[src/rtl/io_hub_pkg.sv]
// Shared constants and helpers for the memory-mapped IO hub.
package io_hub_pkg;

  localparam logic [4:0] OFF_LED     = 5'h00;
  localparam logic [4:0] OFF_SW      = 5'h04;
  localparam logic [4:0] OFF_SEGVAL  = 5'h08;
  localparam logic [4:0] OFF_SEGCTRL = 5'h0C;
  localparam logic [4:0] OFF_EVT     = 5'h10;

  localparam int LZS_BIT = 16;

  // Map a hex nibble to its seven-segment pattern {dp,g..a}, decimal point off.
  function automatic logic [7:0] hex2seg(input logic [3:0] nibble);
    case (nibble)
      4'h0:    hex2seg = 8'h3F;
      4'h1:    hex2seg = 8'h06;
      4'h2:    hex2seg = 8'h5B;
      4'h3:    hex2seg = 8'h4F;
      4'h4:    hex2seg = 8'h66;
      4'h5:    hex2seg = 8'h6D;
      4'h6:    hex2seg = 8'h7D;
      4'h7:    hex2seg = 8'h07;
      4'h8:    hex2seg = 8'h7F;
      4'h9:    hex2seg = 8'h6F;
      4'hA:    hex2seg = 8'h77;
      4'hB:    hex2seg = 8'h7C;
      4'hC:    hex2seg = 8'h39;
      4'hD:    hex2seg = 8'h5E;
      4'hE:    hex2seg = 8'h79;
      default: hex2seg = 8'h71;
    endcase
  endfunction

endpackage

[src/rtl/io_hub_sw_debounce.sv]
// Switch conditioning: two-flop synchroniser followed by a per-bit
// stability counter that only accepts a change once it has held steady.
module sw_debounce
  import io_hub_pkg::*;
#(
  parameter int W            = 16,
  parameter int DEBOUNCE_CYC = 20
) (
  input  logic         clk,
  input  logic         rst,
  input  logic [W-1:0] switch_i,
  output logic [W-1:0] sw_stable_o
);

  localparam int CW = (DEBOUNCE_CYC > 1) ? $clog2(DEBOUNCE_CYC) : 1;

  logic [W-1:0]  sync1_q;
  logic [W-1:0]  sync2_q;
  logic [W-1:0]  stable_q;
  logic [W-1:0]  stable_d;
  logic [CW-1:0] cnt_q [W];
  logic [CW-1:0] cnt_d [W];

  // Count consecutive cycles the synchronised input disagrees with the accepted value.
  always_comb begin
    stable_d = stable_q;
    for (int i = 0; i < W; i++) begin
      cnt_d[i] = '0;
      if (sync2_q[i] != stable_q[i]) begin
        if (cnt_q[i] == CW'(DEBOUNCE_CYC - 1)) begin
          stable_d[i] = sync2_q[i];
        end else begin
          cnt_d[i] = cnt_q[i] + CW'(1);
        end
      end
    end
  end

  // Synchroniser flops, counters and accepted switch state.
  always_ff @(posedge clk) begin
    if (rst) begin
      sync1_q  <= '0;
      sync2_q  <= '0;
      stable_q <= '0;
      for (int i = 0; i < W; i++) begin
        cnt_q[i] <= '0;
      end
    end else begin
      sync1_q  <= switch_i;
      sync2_q  <= sync1_q;
      stable_q <= stable_d;
      for (int i = 0; i < W; i++) begin
        cnt_q[i] <= cnt_d[i];
      end
    end
  end

  assign sw_stable_o = stable_q;

endmodule

[src/rtl/io_hub.sv]
// Memory-mapped IO hub: LED latch, debounced switches with sticky
// rising-edge flags, and a scanning two-bank hex display.
module io_hub
  import io_hub_pkg::*;
#(
  parameter int                ADDR_W       = 32,
  parameter logic [ADDR_W-1:0] BASE_ADDR    = ADDR_W'(32'hFFFF_FC00),
  parameter int                SW_W         = 16,
  parameter int                LED_W        = 16,
  parameter int                DIGITS       = 8,
  parameter int                SCAN_DIV     = 100000,
  parameter int                DEBOUNCE_CYC = 20
) (
  input  logic              clk,
  input  logic              rst,
  input  logic              io_rd,
  input  logic              io_wr,
  input  logic [ADDR_W-1:0] addr,
  input  logic [31:0]       wdata,
  output logic [31:0]       rdata,
  input  logic [SW_W-1:0]   switch_in,
  output logic [LED_W-1:0]  led_out,
  output logic [7:0]        seg_data,
  output logic [7:0]        seg_data2,
  output logic [DIGITS-1:0] seg_cs
);

  localparam int IW = (DIGITS > 1) ? $clog2(DIGITS) : 1;
  localparam int DW = (SCAN_DIV > 1) ? $clog2(SCAN_DIV) : 1;

  logic                  hit;
  logic [4:0]            offset;
  logic                  wrLed;
  logic                  wrSegVal;
  logic                  wrSegCtrl;
  logic                  wrEvt;
  logic                  unusedAddrBits;

  logic [LED_W-1:0]      ledReg_q;
  logic [4*DIGITS-1:0]   segVal_q;
  logic [DIGITS-1:0]     blankMask_q;
  logic                  lzs_q;

  logic [SW_W-1:0]       swStable;
  logic [SW_W-1:0]       swPrev_q;
  logic [SW_W-1:0]       swEvt_q;
  logic [SW_W-1:0]       swEvt_d;

  logic [31:0]           rdataW;

  logic [DW-1:0]         divCnt_q;
  logic [DW-1:0]         divCnt_d;
  logic [IW-1:0]         idx_q;
  logic [IW-1:0]         idx_d;

  logic [3:0]            curNibble;
  logic                  maskBit;
  logic                  upperZero;
  logic                  blank;
  logic                  lowBank;
  logic [DIGITS-1:0]     segCs_q;
  logic [DIGITS-1:0]     segCs_d;
  logic [7:0]            segData_q;
  logic [7:0]            segData_d;
  logic [7:0]            segData2_q;
  logic [7:0]            segData2_d;

  assign hit       = (addr[ADDR_W-1:8] == BASE_ADDR[ADDR_W-1:8]);
  assign offset    = addr[4:0];
  assign wrLed     = io_wr && hit && (offset == OFF_LED);
  assign wrSegVal  = io_wr && hit && (offset == OFF_SEGVAL);
  assign wrSegCtrl = io_wr && hit && (offset == OFF_SEGCTRL);
  assign wrEvt     = io_wr && hit && (offset == OFF_EVT);

  assign unusedAddrBits = ^addr[7:5];

  sw_debounce #(
    .W            (SW_W),
    .DEBOUNCE_CYC (DEBOUNCE_CYC)
  ) u_debounce (
    .clk         (clk),
    .rst         (rst),
    .switch_i    (switch_in),
    .sw_stable_o (swStable)
  );

  // Sticky rising-edge flags; a new edge outranks a same-cycle clear.
  always_comb begin
    swEvt_d = swEvt_q;
    if (wrEvt) begin
      swEvt_d = swEvt_d & ~wdata[SW_W-1:0];
    end
    swEvt_d = swEvt_d | (swStable & ~swPrev_q);
  end

  // Software-visible registers and edge history.
  always_ff @(posedge clk) begin
    if (rst) begin
      ledReg_q    <= '0;
      segVal_q    <= '0;
      blankMask_q <= '0;
      lzs_q       <= 1'b0;
      swPrev_q    <= '0;
      swEvt_q     <= '0;
    end else begin
      if (wrLed) begin
        ledReg_q <= wdata[LED_W-1:0];
      end
      if (wrSegVal) begin
        segVal_q <= wdata[4*DIGITS-1:0];
      end
      if (wrSegCtrl) begin
        blankMask_q <= wdata[DIGITS-1:0];
        lzs_q       <= wdata[LZS_BIT];
      end
      swPrev_q <= swStable;
      swEvt_q  <= swEvt_d;
    end
  end

  // Zero-wait-state load mux; anything not a mapped hit reads as zero.
  always_comb begin
    rdataW = '0;
    if (io_rd && hit) begin
      case (offset)
        OFF_LED:     rdataW[LED_W-1:0] = ledReg_q;
        OFF_SW:      rdataW[SW_W-1:0] = swStable;
        OFF_SEGVAL:  rdataW[4*DIGITS-1:0] = segVal_q;
        OFF_SEGCTRL: begin
          rdataW[DIGITS-1:0] = blankMask_q;
          rdataW[LZS_BIT]    = lzs_q;
        end
        OFF_EVT:     rdataW[SW_W-1:0] = swEvt_q;
        default:     rdataW = '0;
      endcase
    end
  end

  assign rdata = rdataW;

  // Scan timing: hold each digit for SCAN_DIV cycles, then step to the next.
  always_comb begin
    divCnt_d = divCnt_q + DW'(1);
    idx_d    = idx_q;
    if (divCnt_q == DW'(SCAN_DIV - 1)) begin
      divCnt_d = '0;
      idx_d    = (idx_q == IW'(DIGITS - 1)) ? '0 : idx_q + IW'(1);
    end
  end

  // Pick the current digit, decide blanking and steer it to the right bank.
  always_comb begin
    curNibble = '0;
    maskBit   = 1'b0;
    upperZero = 1'b1;
    for (int i = 0; i < DIGITS; i++) begin
      if (IW'(i) == idx_q) begin
        curNibble = segVal_q[4*i +: 4];
        maskBit   = blankMask_q[i];
      end
      if ((IW'(i) >= idx_q) && (segVal_q[4*i +: 4] != 4'h0)) begin
        upperZero = 1'b0;
      end
    end
    blank      = maskBit || (lzs_q && (idx_q != '0) && upperZero);
    lowBank    = (idx_q < IW'(DIGITS / 2));
    segCs_d    = blank ? '0 : (DIGITS'(1) << idx_q);
    segData_d  = (!blank && lowBank)  ? hex2seg(curNibble) : 8'h00;
    segData2_d = (!blank && !lowBank) ? hex2seg(curNibble) : 8'h00;
  end

  // Scan counters and registered display drive.
  always_ff @(posedge clk) begin
    if (rst) begin
      divCnt_q   <= '0;
      idx_q      <= '0;
      segCs_q    <= '0;
      segData_q  <= '0;
      segData2_q <= '0;
    end else begin
      divCnt_q   <= divCnt_d;
      idx_q      <= idx_d;
      segCs_q    <= segCs_d;
      segData_q  <= segData_d;
      segData2_q <= segData2_d;
    end
  end

  assign led_out   = rst ? '0 : ledReg_q;
  assign seg_cs    = rst ? '0 : segCs_q;
  assign seg_data  = rst ? '0 : segData_q;
  assign seg_data2 = rst ? '0 : segData2_q;

endmodule
[config.mk]
export PLATFORM = sky130hd
export DESIGN_NAME = io_hub
export DESIGN_NICKNAME = d
export VERILOG_FILES = /design/src/rtl/io_hub_pkg.sv /design/src/rtl/io_hub_sw_debounce.sv /design/src/rtl/io_hub.sv
export SDC_FILE = /design/constraint.sdc
export NUM_CORES = 1
export LEC_CHECK = 0
export ABC_AREA = 1
export BUFFER_PORTS_ARGS = -buffer_cell sky130_fd_sc_hd__buf_2
export CAP_MARGIN = 30
export CORE_MARGIN = 5
export CORE_UTILIZATION = 30
export CTS_BUF_LIST = sky130_fd_sc_hd__clkbuf_4 sky130_fd_sc_hd__clkbuf_8
export DETAILED_ROUTE_END_ITERATION = 8
export GPL_TIMING_DRIVEN = 0
export SYNTH_ARGS = -nofsm -noshare
export SYNTH_HDL_FRONTEND = slang
export SYNTH_SLANG_ARGS = --single-unit
[constraint.sdc]
create_clock -name clk -period 4 [get_ports clk]
set_input_delay 0.4 -clock clk [delete_from_list [all_inputs] [get_ports clk]]
set_output_delay 0.4 -clock clk [all_outputs]
set_load 0.02 [all_outputs]
==> run metrics, run 1 <==
first-pass GRT wire length 50.7 mm; final setup vio count 0; die height 204 um; leading area contributor after synthesis dfxtp_1; delay-heaviest family, CP buffers and inverters; Tot GR Track Use 0.150; Cell Chain, Critical Path buf_2 > nor2_1 > nand4_1 > clkbuf_1 > o22ai_1 > a221oi_1 > a21oi_1 > buf_2; CP bufs+invs 3; Core ar. 0.0374 sq mm; Slowest cell on crit path nand4_1; post-synth top area share 0.460; crit path kind in -> out; Post-Syn Instances 1557; post_cts resized 0; hold buffers post-CTS 0; min-delay worst type in -> reg; final worst path period share 0.745; Buffers on Ports 149; post-DP HPWL 24.2 mm; Syn Std Cell Area 0.0113 sq mm; clk_skew 0.0127 ns; mux share of post-synthesis cell area 0; clk slew on worst S/H paths 0.06 ns; Post-synth EDFFs 0; synth cell count leaders nor2_1, dfxtp_1, nand2_1; DR vias 10200; Final Hold Vio Count 0; fraction of registers with async set or reset after synthesis 0; Final Slew Violations 0; row cnt 71; TritonRoute pass-1 iters 5; post-synthesis adder-cell area fraction 0.0322; # DRC 0; final WL 31.8 mm; fmax 336 MHz; Cell variety after synth 39; most used cell, CP buf_2; die area 0.0416 sq mm; MaxCap Viol Count 0; Worst-Skew Late Latency 0.55 ns; pwr dens 391 mW/mm^2; CTS Root Cell clkbuf_8; initial antenna violation count 0; placed inst area 0.0127 sq mm; flops & latches, synth 259; Total Negative Setup Slacks 0 ns; CTS tree yes; leakage power 6.21 nW; Post-CTS Setup Bufs 0; FILL cells 4009; synth top area cells dfxtp_1, nor2_1, nand2_1; min Tclk post-route 2.98 ns; H-tree levels 2; Clock Sinks 259; Final ANT Viol Nets 0; clk buf depth 3; post-synthesis sequential area ratio 0.460; outcome finished clean; DRT iter0 DRCs 775; Critical Path Max Stage Delay 0.44 ns; WP data required 3.60 ns; Worst VDD drop 0.241 mV; pin count of the biggest net entering global routing 13; Syn Area/Cell 7.24 sq um; Ports 156; top_reg_cell synth dfxtp_1; RSZ-0062 raised after global routing no; final core utilization 0.365; Placer Congestion 0.881; Wirelength per Cell 13.8 um; Data arrival, critical path 2.58 ns; Rel. slew slack 0.499; worst-path maximum fanout 10; Num CTS Buffers 44; CP endpoint kind primary output; gr ovfl total 0; final cell area excluding filler cells 0.0136 sq mm; nets 1866; Synthesis Warnings 0; Layout area overhead 21.0%; simple-gate portion of the synthesized area 0.295; Starting Density 0.301; Synth Area in Compound Gates 0.0733; layout cell share with drive strength beyond 1 0.155; DR vias/cell 4.43; Synth Area in XOR/XNOR 0.0427; critical path launch point type input pin; largest family of logic cells by synthesized area simple AND/OR/NAND/NOR gates; slew of the pin with the lowest slew margin 0.751 ns; die width 204 um; top-count cell post-synth nor2_1; vias in the first global route 9805; Ant. Diodes 0
[final cells by class]
class                           count  area (sq um)  share of cell area
Inverter                          236           886              0.0650
Timing Repair Buffer              149           746              0.0547
Tap cell                          511           639              0.0469
Clock buffer                       69           893              0.0655
Buffer                             47           206              0.0151
Clock inverter                     13          81.3             0.00596
Multi-Input combinational cell   1016          5000               0.367
Sequential cell                   259          5180               0.380
[through the flow]
stage          hold slack [ns]  total power [mW]  setup slack (ns)  cells
6_report                0.0560              5.34              1.02   2300
5_1_grt                 0.0364              5.55             0.828   2300
4_1_cts                 0.0230              5.40              1.04   2300
3_5_place_dp             0.398              2.85              1.05   2218
3_3_place_gp             0.393              2.85              1.05   2218
2_1_floorplan            0.388              2.76              1.72   1558
[tightest hold or removal path, cell delays in order]
cell and delay (ns):
buf_2 0.07, inv_1 0.03, nor2_1 0.07
[layer usage]
| metal | global-route usage | up-vias | part of all wire |
|---|---|---|---|
| met4 | 0.0414 | 0 | 0.021 |
| met2 | 0.251 | 255 | 0.46 |
| met1 | 0.197 | 4636 | 0.46 |
| li1 | - | 5257 | - |
| met3 | 0.0294 | 48 | 0.062 |
| met5 | 0 | - | 0 |
[worst paths after layout]
kind                    startpoint  slack, ns  cells after the start                      to
max reg2reg               idx_q[0]       1.23                     17            segData_q[3]
max                        addr[1]       1.02                      8                rdata[6]
min                  switch_in[11]       0.06                      3  u_debounce.sync1_q[11]
min reg2reg  u_debounce.sync1_q[9]       0.40                      2   u_debounce.sync2_q[9]
[where the power goes]
group / internal (mW) / switching, mW
Sequential: 2.61 / 0.0126
Combinational: 0.0577 / 0.119
Clock: 1.44 / 1.10
[layout by cell type (no fill, tap or decap), types with 2 or more instances in the layout]
cell type / netlist / layout
nand3_2: 4 / 4
nor3_1: 32 / 32
ha_1: 29 / 29
xor2_1: 48 / 48
clkbuf_1: 28 / 28
nor3b_1: 7 / 7
buf_2: 12 / 161
nand2_4: 2 / 2
o21ai_0: 41 / 41
clkbuf_4: 0 / 9
nand3b_1: 8 / 8
a31oi_1: 5 / 5
nand2_2: 5 / 5
nor2_2: 2 / 2
dfxtp_1: 259 / 259
inv_2: 4 / 4
xnor2_1: 7 / 7
a21oi_1: 74 / 74
nand4_1: 16 / 16
a221oi_1: 5 / 5
conb_1: 1 / 2
nor4_1: 4 / 4
or2_2: 9 / 9
buf_1: 4 / 4
o21ai_1: 2 / 2
clkinv_2: 0 / 9
buf_4: 2 / 2
nand2_1: 256 / 256
inv_1: 231 / 231
nor2_1: 318 / 318
o22ai_1: 18 / 18
nor2_4: 2 / 2
nand3_1: 114 / 114
clkbuf_8: 0 / 60
[flip-flops by register name (all words and copies together) (netlist names), 16 cells and up]
name,flops
divCnt_q,17
swPrev_q,16
u_debounce.sw_stable_o,16
u_debounce.sync2_q,16
u_debounce.sync1_q,16
swEvt_q,16
u_debounce.cnt_q,80
ledReg_q,16
segVal_q,32
[cell families after synthesis]
group	after synthesis
adder cells (fa/ha/maj)	29
other	1
flip-flops	259
XOR/XNOR	55
AND/OR/NAND/NOR	780
AO/OA/AOI/OAI	150
buffers and inverters	283
(Power assumes the default switching activity.)
==> run 2: changes to the inputs <==
clock period = 2.6 ns   (was 4 ns; I/O delays follow)
==> run 2 against run 1 <==
  * Clock skew is 0.0035 ns higher
  * Setup slack worse by 0.85 ns
  * Die area stayed put
  * Hold slack worse by 0.043 ns
  * Sequential share of layout area is 1.3 points lower
  * Non-clock buffer count is 47 higher
  * Critical path type is now reg -> reg
  * Core utilization is 1.3 points higher
  * Routed wire length is 1.4% higher
  * Register-to-register slack worse by 1.1 ns
  * Clock power is 54% higher
  * Sequential power is 54% higher
==> run metrics, run 2 (synthesis gave the netlist of run 1 again) <==
Cell Chain, Critical Path buf_6 > inv_4 > ha_2 > nand2_1 > buf_4 > o21ai_0 > inv_1 > nand2_1 > nand2_1 > nand2_1 > nand2_1 > nand2_2 > buf_4 > ha_1 > nand3b_1 > nand3_1 > nand2_1 > nor2_1; clk buf depth 3 (unchanged); die area 0.0416 sq mm (unchanged); Critical Path Max Stage Delay 0.37 ns (-0.07 ns); Tot GR Track Use 0.151 (+0.00141); Buffers on Ports 149 (unchanged); Worst-Skew Late Latency 0.56 ns (about the same); gr ovfl total 0 (unchanged); critical path launch point type register; DR vias/cell 4.44 (about the same); min Tclk post-route 2.42 ns; pwr dens 585 mW/mm^2 (+49%); DR vias 10400 (+2.1%); Ports 156 (unchanged); clk slew on worst S/H paths 0.06 ns (about the same); Data arrival, critical path 2.91 ns (+0.33 ns); most frequent cells in the layout nor2_1, dfxtp_1, nand2_1; reg-to-reg startpoint idx_q[0]; CTS tree yes; min-delay worst type in -> reg; TritonRoute pass-1 iters 5 (unchanged); row cnt 71 (unchanged); Ant. Diodes 0 (unchanged); Final Slew Violations 0 (unchanged); outcome finished clean; Slowest cell on crit path dfxtp_2; crit path kind reg -> reg; delay-heaviest family, CP simple AND/OR/NAND/NOR gates; CP bufs+invs 5 (+2); die width 204 um (unchanged); fmax 413 MHz; final worst path period share 0.932; first-pass GRT wire length 51.3 mm (+1.1%); Layout area overhead 25.4%; Wirelength per Cell 13.7 um (-0.68%); post-layout worst setup margin 0.177 ns (-0.845 ns); Starting Density 0.301 (unchanged); slew of the pin with the lowest slew margin 0.769 ns (+0.0182 ns); nets 1913 (+2.5%); Rel. slew slack 0.487 (-0.0121); Worst VDD drop 0.369 mV (+53%); CP endpoint kind register; commonest non-fill, non-tap cell in the layout nor2_1; final setup vio count 0 (unchanged); Final Hold Vio Count 0 (unchanged); Total Negative Setup Slacks 0 ns (unchanged); WP data required 3.09 ns (-0.51 ns); Final ANT Viol Nets 0 (unchanged); Core ar. 0.0374 sq mm (unchanged); initial antenna violation count 1 (+1); H-tree levels 2 (unchanged); Worst R2R Path Depth 18 (+1); max reg flops 80 (unchanged); r2r setup slk 0.18 ns (-1.05 ns); Pwr Total 8.27 mW (+55%); clk_skew 0.0162 ns (+0.00348 ns); CTS Root Cell clkbuf_8; vias in the first global route 10000 (+2.2%); layout cell share with drive strength beyond 1 0.163 (+0.00746); worst-path maximum fanout 10 (unchanged); Clock Sinks 259 (unchanged); MaxCap Viol Count 0 (unchanged); biggest regs u_debounce.cnt_q (80), segVal_q (32), divCnt_q (17); leakage power 6.42 nW (+3.4%); # DRC 0 (unchanged); Placer Congestion 0.881 (unchanged); Top reg by flops u_debounce.cnt_q; DP Worst Slack -0.141 ns (-1.20 ns); hold path startpoint wdata[14]; die height 204 um (unchanged); cell depth of the worst hold path 3 (unchanged); final WL 32.3 mm (+1.4%); Reg-to-Reg End segData_q[6]; DRT iter0 DRCs 749 (-3.4%); pin count of the biggest net entering global routing 13 (unchanged); post-DP HPWL 24.2 mm (unchanged); Num CTS Buffers 44 (unchanged); most used cell, CP nand2_1; Min-Delay Endpoint ledReg_q[14]
run 2: cell count changes in the layout (fill, tap and decap cells not counted), sizes merged:
cell         previous run  this run
dlygate4sd3             0        40
buf                   168       175
run 2: metrics by stage:
| step | hold WS (ns) | util | area [sq um] | instances |
|---|---|---|---|---|
| floorplan | 0.367 | - | 11300 | 1558 |
| global placement | 0.393 | 0.339 | 12700 | 2218 |
| detailed placement | 0.398 | 0.339 | 12700 | 2218 |
| CTS | 0.00399 | 0.376 | 14000 | 2340 |
| global route | 0.0283 | 0.378 | 14100 | 2347 |
| finish | 0.0126 | 0.378 | 14100 | 2347 |
run 2: metal layers:
layer	track usage	routed length [um]	up-vias
met5	0	13	-
met4	0.0446	763	2
met3	0.0284	1920	55
met2	0.255	14700	291
met1	0.198	14800	4710
li1	-	-	5355
run 2: how the worst max path moves through the flow:
stage,from,to,depth (start not counted)
after floorplan,idx_q[0],segData2_q[3],17
after CTS,idx_q[0],segData_q[3],18
final,idx_q[0],segData_q[6],18
after global placement,idx_q[0],segData2_q[3],17
after global routing,idx_q[0],segData2_q[5],18
after detailed placement,idx_q[0],segData_q[3],17
run 2: report_power, final:
group	switching, mW	leakage [nW]	internal [mW]
registers	0.0195	2.10	4.01
logic	0.193	3.80	0.129
clock network	1.70	0.523	2.21
total	1.92	6.42	6.35
run 2: area by class of cell:
class                           instances  area, sq um
Buffer                                 47          218
Clock buffer                           69          893
Clock inverter                         13         81.3
Fill cell                            3971        23300
Inverter                              236          888
Multi-Input combinational cell       1016         5030
Sequential cell                       259         5190
Tap cell                              511          639
Timing Repair Buffer                  196         1200
run 2: repair_timing:
item / 4_1_cts / 5_1_grt
setup buffers: 0 / 7
endpoints found under the setup margin: 18 / 19
resized for setup: 6 / 14
hold endpoints to repair: 42 / 0
pin swaps: 0 / 4
hold buffers: 40 / 0
run 2: tightest hold or removal path, cell delays in order:
cell    delay (ns)
buf_2         0.12
nor2_1        0.05
nor2_1        0.08
